[config.mk]
export PLATFORM = sky130hd
export DESIGN_NAME = pulse_gen_flat
export DESIGN_NICKNAME = d
export VERILOG_FILES = /design/src/rtl/apu_pkg.sv /design/src/rtl/pulse_gen_if.sv /design/src/rtl/apu_envelope.sv /design/src/rtl/pulse_gen.sv /design/src/flat_wrapper.sv
export SDC_FILE = /design/constraint.sdc
export NUM_CORES = 1
export LEC_CHECK = 0
export BUFFER_PORTS_ARGS = -buffer_cell sky130_fd_sc_hd__buf_2
export CAP_MARGIN = 10
export CORE_MARGIN = 1
export CORE_UTILIZATION = 45
export DETAILED_ROUTE_END_ITERATION = 6
export PLACE_DENSITY_LB_ADDON = 0.1
export REMOVE_ABC_BUFFERS = 1
export SLEW_MARGIN = 20
export SYNTH_ARGS = -nofsm -noshare
export SYNTH_HDL_FRONTEND = slang
export SYNTH_SLANG_ARGS = --single-unit
[constraint.sdc]
create_clock -name clk -period 4 [get_ports clk]
set_input_delay 0.4 -clock clk [delete_from_list [all_inputs] [get_ports clk]]
set_output_delay 0.4 -clock clk [all_outputs]
set_load 0.005 [all_outputs]
[src/rtl/apu_pkg.sv]
`default_nettype none
// ============================================================================
// Package : apu_pkg
// Shared APU length/duty tables and register field bit positions.
// Rev     : 1.0  initial release
// ============================================================================
package apu_pkg;

  localparam int R0_VOL_LSB    = 0;
  localparam int R0_CONST_BIT  = 4;
  localparam int R0_HALT_BIT   = 5;
  localparam int R0_DUTY_LSB   = 6;
  localparam int R1_SHIFT_LSB  = 0;
  localparam int R1_NEGATE_BIT = 3;
  localparam int R1_SPER_LSB   = 4;
  localparam int R1_SEN_BIT    = 7;
  localparam int R3_LEN_LSB    = 3;

  function automatic logic [7:0] length_table(input logic [4:0] idx);
    logic [7:0] len;
    len = 8'd0;
    case (idx)
      5'd0:  len = 8'd10;   5'd1:  len = 8'd254;
      5'd2:  len = 8'd20;   5'd3:  len = 8'd2;
      5'd4:  len = 8'd40;   5'd5:  len = 8'd4;
      5'd6:  len = 8'd80;   5'd7:  len = 8'd6;
      5'd8:  len = 8'd160;  5'd9:  len = 8'd8;
      5'd10: len = 8'd60;   5'd11: len = 8'd10;
      5'd12: len = 8'd14;   5'd13: len = 8'd12;
      5'd14: len = 8'd26;   5'd15: len = 8'd14;
      5'd16: len = 8'd12;   5'd17: len = 8'd16;
      5'd18: len = 8'd24;   5'd19: len = 8'd18;
      5'd20: len = 8'd48;   5'd21: len = 8'd20;
      5'd22: len = 8'd96;   5'd23: len = 8'd22;
      5'd24: len = 8'd192;  5'd25: len = 8'd24;
      5'd26: len = 8'd72;   5'd27: len = 8'd26;
      5'd28: len = 8'd16;   5'd29: len = 8'd28;
      5'd30: len = 8'd32;   5'd31: len = 8'd30;
      default: len = 8'd0;
    endcase
    return len;
  endfunction

  // Bit n of the pattern is the output level at sequencer index n.
  function automatic logic [7:0] duty_table(input logic [1:0] duty);
    logic [7:0] pat;
    pat = 8'h00;
    case (duty)
      2'd0:    pat = 8'b1000_0000;
      2'd1:    pat = 8'b1100_0000;
      2'd2:    pat = 8'b1111_0000;
      default: pat = 8'b0011_1111;
    endcase
    return pat;
  endfunction

endpackage
`default_nettype wire

[src/rtl/pulse_gen_if.sv]
`default_nettype none
// ============================================================================
// Interface : pulse_gen_if
// CPU-side register write port of an APU pulse channel.
// Rev       : 1.0  initial release
// ============================================================================
interface pulse_gen_if;
  logic [7:0] reg_data;
  logic [3:0] reg_write;

  modport master (output reg_data, output reg_write);
  modport slave  (input  reg_data, input  reg_write);
endinterface
`default_nettype wire

[src/rtl/apu_envelope.sv]
`default_nettype none
// ============================================================================
// Module : apu_envelope
// Envelope divider/decay unit shared by the pulse and noise channels.
// Rev    : 1.0  initial release
// ============================================================================
module apu_envelope (
  input  wire logic       clk,
  input  wire logic       rst,
  input  wire logic       tick_i,
  input  wire logic       start_i,
  input  wire logic [3:0] volume_i,
  input  wire logic       loop_i,
  input  wire logic       const_i,
  output logic      [3:0] volume_o
);

  logic       start_q;
  logic [3:0] decay_q;
  logic [3:0] div_q;

  always_ff @(posedge clk) begin
    if (rst) begin
      start_q <= 1'b0;
      decay_q <= 4'd0;
      div_q   <= 4'd0;
    end else begin
      if (tick_i) begin
        if (start_q) begin
          start_q <= 1'b0;
          decay_q <= 4'd15;
          div_q   <= volume_i;
        end else if (div_q == 4'd0) begin
          div_q <= volume_i;
          if (decay_q != 4'd0) begin
            decay_q <= decay_q - 4'd1;
          end else if (loop_i) begin
            decay_q <= 4'd15;
          end
        end else begin
          div_q <= div_q - 4'd1;
        end
      end
      // A write in the same cycle as a tick re-arms the flag for the next tick.
      if (start_i) begin
        start_q <= 1'b1;
      end
    end
  end

  assign volume_o = const_i ? volume_i : decay_q;

endmodule
`default_nettype wire

[src/rtl/pulse_gen.sv]
`default_nettype none
// ============================================================================
// Module : pulse_gen
// APU rectangular-pulse channel: timer, duty sequencer, sweep, length, envelope.
// Rev    : 1.0  initial release
// ============================================================================
module pulse_gen
  import apu_pkg::*;
#(
  parameter int TIMER_WIDTH = 11,
  parameter bit NEGATE_ONES = 1'b0
) (
  input  wire logic       clk,
  input  wire logic       rst,
  input  wire logic       enable_240hz,
  input  wire logic       enable_120hz,
  input  wire logic       channel_enable,
  pulse_gen_if.slave      bus,
  output logic      [3:0] pulse_data,
  output logic            length_active
);

  localparam int TW = TIMER_WIDTH;
  localparam logic [TW:0]   NEG_BIAS   = {{TW{1'b0}}, NEGATE_ONES};
  localparam logic [TW-1:0] MIN_PERIOD = TW'(8);

  logic [3:0]    vol_q;
  logic          cvol_q;
  logic          halt_q;
  logic [1:0]    duty_q;
  logic [2:0]    shift_q;
  logic          negate_q;
  logic [2:0]    sper_q;
  logic          sen_q;
  logic [TW-1:0] period_q;
  logic [7:0]    length_q;
  logic [2:0]    sdiv_q;
  logic          sreload_q;
  logic [TW:0]   timer_q;
  logic [2:0]    index_q;

  logic [TW-1:0] shifted;
  logic [TW:0]   period_x;
  logic [TW:0]   shifted_x;
  logic [TW:0]   subtrahend;
  logic [TW:0]   target;
  logic          mute;
  logic          step;
  logic [7:0]    pattern;
  logic [3:0]    env_volume;

  assign shifted    = period_q >> shift_q;
  assign period_x   = {1'b0, period_q};
  assign shifted_x  = {1'b0, shifted};
  assign subtrahend = shifted_x + NEG_BIAS;

  // The extra MSB of target flags overflow past the timer range.
  always_comb begin
    target = period_x + shifted_x;
    if (negate_q) begin
      target = (period_x < subtrahend) ? '0 : (period_x - subtrahend);
    end
  end

  assign mute    = (period_q < MIN_PERIOD) || target[TW];
  assign step    = (timer_q == '0);
  assign pattern = duty_table(duty_q);

  apu_envelope u_env (
    .clk      (clk),
    .rst      (rst),
    .tick_i   (enable_240hz),
    .start_i  (bus.reg_write[3]),
    .volume_i (vol_q),
    .loop_i   (halt_q),
    .const_i  (cvol_q),
    .volume_o (env_volume)
  );

  always_ff @(posedge clk) begin
    if (rst) begin
      vol_q         <= 4'd0;
      cvol_q        <= 1'b0;
      halt_q        <= 1'b0;
      duty_q        <= 2'd0;
      shift_q       <= 3'd0;
      negate_q      <= 1'b0;
      sper_q        <= 3'd0;
      sen_q         <= 1'b0;
      period_q      <= '0;
      length_q      <= 8'd0;
      sdiv_q        <= 3'd0;
      sreload_q     <= 1'b0;
      timer_q       <= '0;
      index_q       <= 3'd0;
      pulse_data    <= 4'd0;
      length_active <= 1'b0;
    end else begin
      pulse_data    <= (pattern[index_q] && !mute && (length_q != 8'd0)) ? env_volume : 4'd0;
      length_active <= (length_q != 8'd0);

      // Reload samples period_q, so period changes land on the next reload.
      if (step) begin
        timer_q <= {period_q, 1'b1};
        index_q <= index_q - 3'd1;
      end else begin
        timer_q <= timer_q - 1'b1;
      end

      if (enable_120hz) begin
        if ((sdiv_q == 3'd0) && sen_q && (shift_q != 3'd0) && !mute) begin
          period_q <= target[TW-1:0];
        end
        if ((sdiv_q == 3'd0) || sreload_q) begin
          sdiv_q    <= sper_q;
          sreload_q <= 1'b0;
        end else begin
          sdiv_q <= sdiv_q - 3'd1;
        end
        if ((length_q != 8'd0) && !halt_q) begin
          length_q <= length_q - 8'd1;
        end
      end

      // Register writes come last so they win over same-cycle tick updates.
      if (bus.reg_write[0]) begin
        vol_q  <= bus.reg_data[R0_VOL_LSB +: 4];
        cvol_q <= bus.reg_data[R0_CONST_BIT];
        halt_q <= bus.reg_data[R0_HALT_BIT];
        duty_q <= bus.reg_data[R0_DUTY_LSB +: 2];
      end
      if (bus.reg_write[1]) begin
        shift_q   <= bus.reg_data[R1_SHIFT_LSB +: 3];
        negate_q  <= bus.reg_data[R1_NEGATE_BIT];
        sper_q    <= bus.reg_data[R1_SPER_LSB +: 3];
        sen_q     <= bus.reg_data[R1_SEN_BIT];
        sreload_q <= 1'b1;
      end
      if (bus.reg_write[2]) begin
        period_q[7:0] <= bus.reg_data;
      end
      if (bus.reg_write[3]) begin
        period_q[TW-1:8] <= bus.reg_data[TW-9:0];
        index_q          <= 3'd0;
        if (channel_enable) begin
          length_q <= length_table(bus.reg_data[R3_LEN_LSB +: 5]);
        end
      end
      if (!channel_enable) begin
        length_q <= 8'd0;
      end
    end
  end

endmodule
`default_nettype wire

[src/flat_wrapper.sv]
// flat-port wrapper written by rule: the top's interface ports become plain ports
module pulse_gen_flat import apu_pkg::*;
#(
  parameter int TIMER_WIDTH = 11,
  parameter bit NEGATE_ONES = 1'b0
)
  (clk, rst, enable_240hz, enable_120hz, channel_enable, pulse_data, length_active, bus_reg_data, bus_reg_write);
  pulse_gen_if bus_i ();
  input  wire logic clk;
  input  wire logic rst;
  input  wire logic enable_240hz;
  input  wire logic enable_120hz;
  input  wire logic channel_enable;
  output logic      [3:0] pulse_data;
  output logic length_active;
  input wire logic [$bits(bus_i.reg_data)-1:0] bus_reg_data;
  input wire logic [$bits(bus_i.reg_write)-1:0] bus_reg_write;
  assign bus_i.reg_data = bus_reg_data;
  assign bus_i.reg_write = bus_reg_write;
  pulse_gen #(.TIMER_WIDTH(TIMER_WIDTH), .NEGATE_ONES(NEGATE_ONES)) u_core (.clk(clk), .rst(rst), .enable_240hz(enable_240hz), .enable_120hz(enable_120hz), .channel_enable(channel_enable), .bus(bus_i), .pulse_data(pulse_data), .length_active(length_active));
endmodule
Word-level counts from Yosys, hierarchy flattened
Memories as Yosys holds them, arrays and structs flattened.
Cells that the tools add are included.
Cells by class
  add/subtract/negate cells: 8
  shift operators: 1
  bitwise gates (word level): 2
  magnitude comparators: 3
  equal/unequal tests: 2
  multiplexer cells: 26
  reductions and logical operators: 35
Operators with widths (number)
  $mux 12: 3
  $mux 8: 4
  $mux 4: 7
  $pmux 8 s3: 1
  $mux 11: 2
  $reduce_bool 2->1: 9
  $add 11x11->12: 1
  $logic_not 12->1: 1
  $sub 11x11->12: 1
  $sub 12x1->12 const B: 1
  $lt 11x11->1: 1
  $lt 11x4->1 const B: 1
  $shr 11x3->11: 1
  $reduce_and 2->1: 4
  $reduce_bool 8->1: 1
  $sub 4x1->4 const B: 2
  $sub 8x1->8 const B: 1
  $logic_and 1x1->1: 6
  $mux 1: 6
  $mux 3: 2
  $reduce_bool 3->1: 2
  $reduce_or 2->1: 3
  $sub 3x1->3 const B: 2
  $logic_not 4->1: 1
  11 further kinds: 14
Word-level totals
  input bits: 17
  ROM bits: 224
  memories kept: 1
  register bits after elaboration: 68
Memories
  (no name shown): depth 32, width 7, read ports 1, clocked after memory_dff 0, wr ports 0, RTL line apu_pkg.sv:22  | case (idx)

Depth between registers and ports, before layout
Gate-level depths: netlist (run 1).
  depth in word-level cells: 10
  gate-level depth with buffers: 18
  depth with buffers taken out: 14

By module
A second synthesis (run 1) with hierarchy kept.
Unflattened totals
  cells, all modules: 639
  area total of the unflattened synthesis: 5087.4 sq um
By module, submodules not included
  pulse_gen: cells each 569, times used 1, area each 4510.6 sq um, seq. area each 1181.1 sq um
  apu_envelope: cells each 70, times used 1, area each 576.8 sq um, seq. area each 180.2 sq um

Worst setup path after synthesis (run 1)
Ideal clock, no wire load.
  kind: register -> register
  from: reg u_core.shift_q[1]
  to: reg u_core.period_q[1]
  path slack: 0.503 ns
  stages on the path, launching flop included: 19
  buffers on the path: 4
  data arrival time: 3.358 ns
  required time: 3.861 ns
  setup time: 0.139 ns
  period minus slack after synthesis: 3.497 ns
  path through: dfxtp_1 -> clkbuf_1 -> clkbuf_1 -> mux2i_1 -> mux2i_1 -> nand2_1 -> o21ai_0 -> ha_1 -> inv_1 -> fa_1 -> a21o_1 -> a41oi_2 -> a21oi_1 -> or2_1 -> buf_2 -> and3_4 -> buf_6 -> o21ai_1 -> o221ai_1
On the way
  cells in the longest elaborated chain, start to end: 9
  elaborated cells between the ends (all ways): 16
  classes of those cells: add/sub: 2; order compare: 1; shift: 1; mux: 5; reduce/logical: 7
Ends and longest elaborated chain
  from (decl): RTL line pulse_gen.sv:31  | logic [2:0] shift_q;
  from (signal assigned): RTL line pulse_gen.sv:133  | shift_q <= bus.reg_data[R1_SHIFT_LSB +: 3];
  $shr 11x3->11: RTL line pulse_gen.sv:52  | assign shifted = period_q >> shift_q;
  $sub 11x11->12 / $lt 11x11->1 (equally long branches): RTL line pulse_gen.sv:61  | target = (period_x < subtrahend) ? '0 : (period_x - subtrahend);
  $mux 12: RTL line pulse_gen.sv:61
  $mux 12: RTL line pulse_gen.sv:60  | if (negate_q) begin
  $logic_or 1x1->1: RTL line pulse_gen.sv:65  | assign mute = (period_q < MIN_PERIOD) || target[TW];
  $logic_not 1->1: RTL line pulse_gen.sv:111  | if ((sdiv_q == 3'd0) && sen_q && (shift_q != 3'd0) && !mute) begin
  $logic_and 1x1->1: RTL line pulse_gen.sv:111
  $reduce_bool 2->1 (no source line)
  $reduce_and 2->1 (no source line)
  to (signal assigned): RTL line pulse_gen.sv:112  | period_q <= target[TW-1:0];
  to (signal assigned): RTL line pulse_gen.sv:140  | period_q[7:0] <= bus.reg_data;
  to (signal, indexed assignment): RTL line pulse_gen.sv:143  | period_q[TW-1:8] <= bus.reg_data[TW-9:0];
  to (decl): RTL line pulse_gen.sv:35  | logic [TW-1:0] period_q;
Parallel ways exist; a longest one is shown, timed or not. The select of a mux whose other input is x is not followed.
A chain may end at the register's enable or synchronous reset.

Final worst setup path (run 1)
  from: reg u_core.shift_q[1]
  to: reg u_core.period_q[7]
Same word-level chain as after synthesis.

==> results of run 1 <==
[routing by layer]
metal	part of all wire (%)	wire length [um]	vias to the layer above	track usage, %
met2	45	5967	121	35.98
met4	0.69	91	0	5.212
met5	0	0	-	0
met1	49	6500	2148	33.97
met3	4.8	627	8	4.005
li1	-	-	2288	-
[layout make-up]
cell class	instances	area (um2)	area share, %
well taps	140	175.2	3.117
clock inverters	4	72.57	1.291
repair buffers	28	157.7	2.806
inverters	40	150.1	2.672
clock buffers	12	246.5	4.387
multi-input cells	502	3455	61.48
flip-flops and latches	68	1363	24.25
[cell usage after synthesis (all sizes together) (4+ instances only)]
cell,n
xnor2,20
o21bai,4
o221ai,7
nand2b,11
xor2,11
nor4,6
or3,5
inv,39
nor3b,15
a211oi,16
dfxtp,68
nor2b,4
or2,7
o21ai,34
ha,40
and3,4
o22ai,8
mux2i,43
buf,18
nor2,80
a21oi,34
nand3,16
nand3b,4
clkbuf,22
nor3,26
a21o,6
a31oi,5
nand2,52
[critical path, cell delays in order, from the launching register on]
cell                       delay (ns)
sky130_fd_sc_hd__dfxtp_2         0.54
sky130_fd_sc_hd__mux2_2          0.39
sky130_fd_sc_hd__o21ai_0         0.20
sky130_fd_sc_hd__nand2_1         0.07
sky130_fd_sc_hd__o21ai_0         0.17
sky130_fd_sc_hd__ha_1            0.36
sky130_fd_sc_hd__nor3_1          0.20
sky130_fd_sc_hd__o21ai_1         0.14
sky130_fd_sc_hd__a211oi_2        0.31
sky130_fd_sc_hd__a211o_1         0.25
sky130_fd_sc_hd__a21o_1          0.38
sky130_fd_sc_hd__a211oi_1        0.10
sky130_fd_sc_hd__a221o_1         0.35
[metrics by stage]
| stage | cells | setup slack (ns) | util, % | hold slack (ns) | power [mW] |
|---|---|---|---|---|---|
| 6_report | 794 | 0.4225 | 51.16 | 0.3635 | 2.591 |
| 5_1_grt | 794 | 0.1632 | 51.16 | 0.3758 | 2.748 |
| 4_1_cts | 794 | 0.2685 | 51.15 | 0.3523 | 2.604 |
| 3_5_place_dp | 778 | 0.2593 | 48.25 | 0.4517 | 1.746 |
| 3_3_place_gp | 778 | 0.3982 | 48.25 | 0.4447 | 1.728 |
| 2_1_floorplan | 610 | 0.7070 | - | 0.4243 | 1.526 |
[registers in the layout, indices dropped and copies added, names as in the netlist]
register and flops:
u_core.shift_q 3, u_core.negate_q 1, u_core.length_active 1, u_core.halt_q 1, u_core.cvol_q 1, u_core.period_q 11, u_core.pulse_data 4, u_core.length_q 8
u_core.vol_q 4, u_core.u_env.div_q 4, u_core.sen_q 1, u_core.sdiv_q 3, u_core.timer_q 12, u_core.sreload_q 1, u_core.duty_q 2, u_core.sper_q 3
u_core.u_env.decay_q 4, u_core.u_env.start_q 1, u_core.index_q 3
[path summary, 6_finish.rpt]
check / from / end / slack, ns
hold / removal: enable_240hz / u_core.u_env.div_q[2] / 0.36
hold reg to reg: u_core.length_q[6] / u_core.length_q[6] / 0.46
setup / recovery: u_core.shift_q[1] / u_core.period_q[7] / 0.42
setup reg to reg: u_core.shift_q[1] / u_core.period_q[7] / 0.42
[power by group through the flow]
stage | clock (mW) | sequential, mW | combinational (mW)
floorplan | 0 | 0.857 | 0.669
global placement | 0 | 0.879 | 0.850
detailed placement | 0 | 0.883 | 0.863
CTS | 0.865 | 0.868 | 0.871
global route | 0.892 | 0.883 | 0.973
finish | 0.849 | 0.870 | 0.873
[logic make-up (layout without fill, tap and decap cells)]
| group | after synthesis | count (layout) | synth area share [%] |
|---|---|---|---|
| simple gates | 239 | 239 | 22.67 |
| compound gates | 144 | 144 | 19.37 |
| buf+inv | 80 | 84 | 6.578 |
| flops | 68 | 68 | 26.41 |
| mux | 46 | 46 | 9.223 |
| fa+ha+maj | 42 | 42 | 10.49 |
| xor+xnor | 31 | 31 | 5.267 |
[what timing repair did]
item                                    in CTS  in global routing
hold buffers                                 0                  0
gates resized for setup                      0                  1
endpoints found under the setup margin       0                  1
buffers inserted                             0                  0
==> flow_summary.yaml, run 1 <==
timing:
  finalHoldViolCount: 0
  timing.setup.tns_ns: 0
  rsz_0062_raised_after_global_routing: "no"
  fin_crit_sh_pct: 89.44
  final.setup_skew_ns: 0.007146
  setup_viol: 0
  maxSlewHeadroom_pct: 34.50
  max_slew.worst_pin.slew_ns: 0.9702
  fmaxAchievable_mhz: 279.5
  drv_slew: 0
  min_tclk_post_route_ns: 3.578
finish:
  syn2layout_area_growth_pct: 9.005
  most-common-layout-cells: "sky130_fd_sc_hd__nor2_1, sky130_fd_sc_hd__dfxtp_1, sky130_fd_sc_hd__nand2_1"
  post-route-cell-area_um2: 5619
  fillerInstances: 1056
  final_net_count: 708
  diodes: 0
  drive_gt1_share_pct: 10.70
  commonest_non_fill_non_tap_cell_in_the_layout: "sky130_fd_sc_hd__nor2_1"
min_path:
  min_delay_worst_type: "in -> reg"
  holdPathStages: 2
global_route:
  grt_use_total_pct: 23.44
  grt_start_max_net_pins: 31
  antenna_found_initial: 0
  first_pass_grt_wire_length_mm: 21.36
  global_route_congestion_overflow_total: 0
  number_of_global_route_vias_before_repair: 4183
synthesis:
  yosys_most_used_dff: "sky130_fd_sc_hd__dfxtp_1"
  area_leader_netlist: "sky130_fd_sc_hd__dfxtp_1"
  ys_seq_area_share_pct: 26.41
  post_synth_num_cell_types: 72
  netlist_area_um2: 5155
  ys_async_sr_fraction_pct: 0
  postSynthRegisterBits: 68
  yosys.area.top_type_share_pct: 26.41
  synth_top_cells_by_area: "sky130_fd_sc_hd__dfxtp_1, sky130_fd_sc_hd__ha_1, sky130_fd_sc_hd__mux2i_1, sky130_fd_sc_hd__nor2_1, sky130_fd_sc_hd__nand2_1"
  syn_area_per_cell_um2: 7.931
  synth_warnings: 0
  synth_enable_flop_cells: 0
  synthesis.instances: 650
floorplan:
  floorplan.rows: 38
  std_cell_core_area_um2: 10980
  initial_utilization_pct: 46.94
  die_width_um: 109.0
  die_h_um: 109.0
  design.die.area_um2: 11890
  boundaryPins: 22
routing:
  route.detailed.wl_per_inst_um: 16.61
  drt_pass_1_iters: 5
  route.final.wire_length_mm: 13.19
  drt_iter0_drc: 364
  vias_per_cell: 5.749
  ant_nets: 0
  post-route-drc-count: 0
  num_vias: 4565
placed_design:
  dp_hpwl_mm: 9.927
  placedInstanceArea_um2: 5299
  gp_congestion: 0.8601
  portBuffers: 21
power_and_ir_drop:
  power_leakage_nw: 2.374
  peakVddDrop_mv: 0.3203
  gate_power_share_pct: 33.7
  netSwitchingFraction_pct: 34.26
  share_seq_of_total_power_pct: 33.6
  cell_internal_pwr_mw: 1.703
  clockPowerShare_pct: 32.7
  power.density_cell_area_nw_per_um2: 461.1
  switchingPower_mw: 0.8878
clock_network:
  cts_htree_levels: 3
  clock_root_buffer: "sky130_fd_sc_hd__clkbuf_16"
  numCtsBuffers: 9
  cts_tree: "built"
  cts_buffer_depth: 2
  clk_pin_slew_ns: 0.06
  cts.sinks: 68
  worstSkewPairLatency_ns: 0.33
critical_path:
  crit_path_dat_ns: 3.79
  critPathCaptureType: "flop"
  critPathMaxFanout: 15
  criticalPathCategory: "reg -> reg"
  r2r.worst_path.cells: 12
  required_time_at_the_endpoint_of_the_critical_path_ns: 4.22
  crit_path_start_kind: "flop"
outcome:
  status: "finished, final reports clean"
run:
  max_cap_viol_count: 0
Power figures use the tool's default switching activity.
==> run 2, diff against run 1 <==
- GPL_TIMING_DRIVEN: unset -> 1
- clock period: 4 -> 4.29 ns (I/O delays scaled with it)
==> flow_summary.yaml, run 2 (same netlist as run 1, synthesis figures left out) <==
critical_path:
  crit_path_dat_ns: 4.06
  required_time_at_the_endpoint_of_the_critical_path_ns: 4.50
  r2r.worst_path.cells: 12
  timing.reg2reg.setup_slack_ns: 0.44
  crit_path_start_kind: "flop"
  r2r-end: "u_core.period_q[7]"
  critPathMaxFanout: 15
  criticalPathCategory: "reg -> reg"
  reg2reg_from: "u_core.shift_q[1]"
  critPathCaptureType: "flop"
timing:
  timing.setup.tns_ns: 0
  final.setup_skew_ns: 0.004218
  drv_slew: 0
  min_tclk_post_route_ns: 3.847
  rsz_0062_raised_after_global_routing: "no"
  max_slew.worst_pin.slew_ns: 1.042
  postLayoutSetupSlackWorst_ns: 0.4427
  maxSlewHeadroom_pct: 29.65
  fin_crit_sh_pct: 89.68
  timing.hold.ws_ns: 0.3969
  setup_viol: 0
  finalHoldViolCount: 0
  fmaxAchievable_mhz: 259.9
routing:
  route.detailed.wl_per_inst_um: 16.58
  num_vias: 4546
  post-route-drc-count: 0
  drt_iter0_drc: 315
  drt_pass_1_iters: 5
  vias_per_cell: 5.762
  route.final.wire_length_mm: 13.08
  ant_nets: 0
finish:
  syn2layout_area_growth_pct: 7.961
  largest-register: "u_core.timer_q"
  largest_register_ffs: 12
  commonest_non_fill_non_tap_cell_in_the_layout: "sky130_fd_sc_hd__nor2_1"
  most-common-layout-cells: "sky130_fd_sc_hd__nor2_1, sky130_fd_sc_hd__dfxtp_1, sky130_fd_sc_hd__nand2_1"
  diodes: 0
  layoutNonFillerInstCount: 789
  final_net_count: 703
  drive_gt1_share_pct: 10.02
  reg_top3: "u_core.timer_q x12, u_core.period_q x11, u_core.length_q x8"
clock_network:
  clock_root_buffer: "sky130_fd_sc_hd__clkbuf_16"
  cts_tree: "built"
  numCtsBuffers: 9
  cts_htree_levels: 3
  clk_pin_slew_ns: 0.06
  cts_buffer_depth: 2
  worstSkewPairLatency_ns: 0.32
  holdBufCountCts: 0
  cts.sinks: 68
  total_of_cells_resized_after_clock_tree_synthesis: 0
  post_cts.repair.setup_buffers: 0
floorplan:
  initial_utilization_pct: 46.94
  floorplan.rows: 38
  die_h_um: 109.0
  die_width_um: 109.0
  design.die.area_um2: 11890
  boundaryPins: 22
  std_cell_core_area_um2: 10980
min_path:
  timing.hold.worst.start: "enable_240hz"
  min_delay_worst_type: "in -> reg"
  worst_hold_endpoint: "u_core.u_env.div_q[0]"
  holdPathStages: 2
outcome:
  status: "finished, final reports clean"
placed_design:
  dp_hpwl_mm: 9.707
  portBuffers: 21
  preCtsSetupSlack_ns: 0.5135
  gp_congestion: 0.8512
  place_inst: 773
power_and_ir_drop:
  netSwitchingFraction_pct: 34.74
  power.density_cell_area_nw_per_um2: 423.9
  gate_power_share_pct: 33.8
  switchingPower_mw: 0.8194
  clockPowerShare_pct: 31.6
  share_seq_of_total_power_pct: 34.6
  finalPower_mw: 2.359
  power_leakage_nw: 2.344
  cell_internal_pwr_mw: 1.540
  peakVddDrop_mv: 0.3029
run:
  max_cap_viol_count: 0
global_route:
  first_pass_grt_wire_length_mm: 21.16
  number_of_global_route_vias_before_repair: 4170
  grt_start_max_net_pins: 47
  grt_use_total_pct: 22.97
  antenna_found_initial: 0
  global_route_congestion_overflow_total: 0
-- run 2: cell count changes in the layout (fill, tap and decap cells not counted), sizes merged --
cell and delta:
bufinv -1, clkinv +1, buf -5
-- run 2: critical path, stage by stage, from the launching register on --
cell and delay [ns]:
sky130_fd_sc_hd__dfxtp_1 0.74, sky130_fd_sc_hd__mux2_2 0.42, sky130_fd_sc_hd__o21ai_0 0.21, sky130_fd_sc_hd__nand2_1 0.07, sky130_fd_sc_hd__o21ai_0 0.17, sky130_fd_sc_hd__ha_1 0.36, sky130_fd_sc_hd__nor3_1 0.19, sky130_fd_sc_hd__o21ai_1 0.13
sky130_fd_sc_hd__a211oi_2 0.34, sky130_fd_sc_hd__a211o_1 0.26, sky130_fd_sc_hd__a21o_1 0.39, sky130_fd_sc_hd__a211oi_1 0.10, sky130_fd_sc_hd__a221o_1 0.35
-- run 2: routing by layer --
layer  wire length [um]  GRT usage [%]  vias up
met5                  0              0        -
met3                561          3.646       13
met4                140          5.212        0
met2               5623          35.22       97
met1               6753          33.44     2153
li1                   -              -     2283
-- run 2: worst max-delay path by stage --
stage	startpoint	to	slack, ns	cells past startpoint
after detailed placement	u_core.shift_q[1]	u_core.period_q[7]	0.51	12
after global routing	u_core.shift_q[1]	u_core.period_q[10]	0.23	13
final	u_core.shift_q[1]	u_core.period_q[7]	0.44	12
after floorplan	u_core.shift_q[1]	u_core.period_q[7]	1.0	12
after global placement	u_core.shift_q[0]	u_core.period_q[6]	0.65	14
after CTS	u_core.shift_q[1]	u_core.period_q[7]	0.50	12
-- run 2: final cells by class --
| type | instances | area [um2] |
|---|---|---|
| Fill cell | 1107 | 5418 |
| Multi-Input combinational cell | 502 | 3455 |
| Sequential cell | 68 | 1361 |
| Clock buffer | 12 | 256.5 |
| Tap cell | 140 | 175.2 |
| Inverter | 40 | 150.1 |
| Timing Repair Buffer | 23 | 120.1 |
| Clock inverter | 4 | 47.55 |
-- run 2: metrics by stage --
| step | area (um2) | util (%) |
|---|---|---|
| detailed placement | 5261 | 47.90 |
| CTS | 5565 | 50.67 |
| global placement | 5261 | 47.90 |
| finish | 5565 | 50.67 |
| global route | 5565 | 50.67 |
| floorplan | 4966 | - |
-- run 2: power groups by stage --
stage	registers, mW	clock network, mW	logic, mW
floorplan	0.799	0	0.624
global placement	0.824	0	0.780
detailed placement	0.828	0	0.790
CTS	0.815	0.759	0.797
global route	0.829	0.784	0.895
finish	0.816	0.746	0.797
==> run 3, diff against run 2 <==
- CORE_UTILIZATION: 45 -> 49
==> flow_summary.yaml, run 3 (same netlist as run 1, synthesis figures left out) <==
clock_network:
  cts_buffer_depth: 2
  worstSkewPairLatency_ns: 0.34
  clk_pin_slew_ns: 0.07
  clock_root_buffer: "sky130_fd_sc_hd__clkbuf_8"
  numCtsBuffers: 9
  post_cts.repair.setup_buffers: 0
  cts.sinks: 68
  cts_htree_levels: 3
  cts_tree: "built"
  holdBufCountCts: 0
  total_of_cells_resized_after_clock_tree_synthesis: 0
global_route:
  number_of_global_route_vias_before_repair: 4207
  grt_use_total_pct: 23.98
  antenna_found_initial: 0
  first_pass_grt_wire_length_mm: 21.11
  grt_start_max_net_pins: 37
  global_route_congestion_overflow_total: 0
outcome:
  status: "finished, final reports clean"
timing:
  timing.setup.tns_ns: 0
  rsz_0062_raised_after_global_routing: "no"
  fmaxAchievable_mhz: 261.9
  fin_crit_sh_pct: 88.99
  min_tclk_post_route_ns: 3.818
  maxSlewHeadroom_pct: 34.69
  final.setup_skew_ns: 0.006136
  drv_slew: 0
  finalHoldViolCount: 0
  setup_viol: 0
  max_slew.worst_pin.slew_ns: 0.9674
floorplan:
  boundaryPins: 22
  die_width_um: 104.6
  floorplan.rows: 37
  die_h_um: 104.6
  std_cell_core_area_um2: 10280
  initial_utilization_pct: 50.16
  design.die.area_um2: 10930
routing:
  num_vias: 4586
  met2_length_mm: 5.428
  routed-wl-met3_um: 649
  post-route-drc-count: 0
  routed.top_layer: "met4"
  ant_nets: 0
  route.detailed.wl_per_inst_um: 16.11
  wirelength_met1_mm: 6.352
  drt_pass_1_iters: 6
  vias_per_cell: 5.835
  route.final.wire_length_mm: 12.66
  drt_iter0_drc: 432
critical_path:
  r2r.worst_path.cells: 12
  reg2reg_from: "u_core.shift_q[1]"
  critical_path.most_common_cell: "sky130_fd_sc_hd__o21ai_0"
  required_time_at_the_endpoint_of_the_critical_path_ns: 4.52
  setup.worst_path.end: "u_core.period_q[7]"
  path_delay_family: "compound AO/OA/AOI/OAI gates"
  timing.critical_path.depth: 12
  crit_path_dat_ns: 4.05
  timing.critical_path.from: "u_core.shift_q[1]"
  worst_path_max_delay_cell: "sky130_fd_sc_hd__dfxtp_1"
  cpPeakStageDelay_ns: 0.73
  criticalPathCategory: "reg -> reg"
  crit_path_start_kind: "flop"
  critPathMaxFanout: 15
  critical_path_buf_inv_count: 0
  crit_chain: "mux2_2, o21ai_0, nand2_1, o21ai_0, ha_1, nor3_1, o21ai_1, a211oi_2, a211o_1, a21o_1, a211oi_1, a221o_1"
  critPathCaptureType: "flop"
  r2r-end: "u_core.period_q[7]"
  timing.reg2reg.setup_slack_ns: 0.47
power_and_ir_drop:
  power.density_cell_area_nw_per_um2: 411.0
  peakVddDrop_mv: 0.2300
  power_leakage_nw: 2.327
placed_design:
  place_inst: 770
  gp_congestion: 0.8698
  dp_hpwl_mm: 9.444
  portBuffers: 21
finish:
  reg_top3: "u_core.timer_q x12, u_core.period_q x11, u_core.length_q x8"
  drive_gt1_share_pct: 10.15
  syn2layout_area_growth_pct: 6.966
  commonest_non_fill_non_tap_cell_in_the_layout: "sky130_fd_sc_hd__nor2_1"
  final_net_count: 704
  most-common-layout-cells: "sky130_fd_sc_hd__nor2_1, sky130_fd_sc_hd__dfxtp_1, sky130_fd_sc_hd__nand2_1"
  largest_register_ffs: 12
  diodes: 0
  fillerInstances: 1002
  layout.area.seq_um2: 1361
  layoutNonFillerInstCount: 786
  multi_input_comb_area_um2: 3455
  largest-register: "u_core.timer_q"
min_path:
  min_delay_worst_type: "in -> reg"
run:
  max_cap_viol_count: 0
run 3: cell types whose count changed in the layout (fill, tap and decap cells not counted), sizes merged:
cell | before | now
buf | 23 | 24
bufinv | 1 | 3
clkinv | 3 | 2
clkinvlp | 1 | 0
run 3: worst min path at each step:
stage	from	slack, ns	endpoint	cells after the start
3_5_place_dp	u_core.length_q[6]	0.45	u_core.length_q[6]	2
5_1_grt	enable_240hz	0.37	u_core.u_env.div_q[2]	2
3_3_place_gp	u_core.length_q[6]	0.44	u_core.length_q[6]	2
6_report	enable_240hz	0.37	u_core.u_env.div_q[2]	2
2_1_floorplan	u_core.timer_q[0]	0.42	u_core.timer_q[0]	1
4_1_cts	enable_240hz	0.36	u_core.u_env.div_q[2]	2
run 3: per-layer routing:
layer  global-route usage, %  vias to the layer above
li1                        -                     2276
met1                   35.14                     2172
met2                   35.34                      115
met3                   4.991                       23
met4                   6.539                        0
met5                       0                        -
run 3: stage by stage:
stage | setup WS [ns] | util [%] | hold WS [ns] | total power, mW | instance area, um2
6_report | 0.4722 | 53.65 | 0.3738 | 2.266 | 5514
5_1_grt | 0.2382 | 53.65 | 0.3685 | 2.419 | 5514
4_1_cts | 0.5513 | 53.65 | 0.3572 | 2.277 | 5514
3_5_place_dp | 0.5838 | 51.22 | 0.4538 | 1.616 | 5264
3_3_place_gp | 0.6785 | 51.22 | 0.4427 | 1.598 | 5264
2_1_floorplan | 0.9970 | - | 0.4243 | 1.423 | 4966
run 3: area by class of cell:
type	instances	area share, %
clock buffer	12	2.814
clock inverter	4	1.725
timing repair buffer	24	2.314
multi-input combinational	502	62.65
inverter	40	2.723
tap	136	3.086
sequential	68	24.69
run 3: worst register-to-register path, cell delays in order (launching register included):
cell and delay, ns:
sky130_fd_sc_hd__dfxtp_1 0.73, sky130_fd_sc_hd__mux2_2 0.42, sky130_fd_sc_hd__o21ai_0 0.23, sky130_fd_sc_hd__nand2_1 0.08
sky130_fd_sc_hd__o21ai_0 0.19, sky130_fd_sc_hd__ha_1 0.36, sky130_fd_sc_hd__nor3_1 0.19, sky130_fd_sc_hd__o21ai_1 0.13
sky130_fd_sc_hd__a211oi_2 0.33, sky130_fd_sc_hd__a211o_1 0.26, sky130_fd_sc_hd__a21o_1 0.38, sky130_fd_sc_hd__a211oi_1 0.09
sky130_fd_sc_hd__a221o_1 0.35
run 3: where the power goes:
group          leakage, nW  switching (mW)  internal (mW)
clock                0.127           0.236          0.417
combinational         1.64           0.458          0.344
sequential           0.559          0.0955          0.716
total                 2.33           0.789           1.48
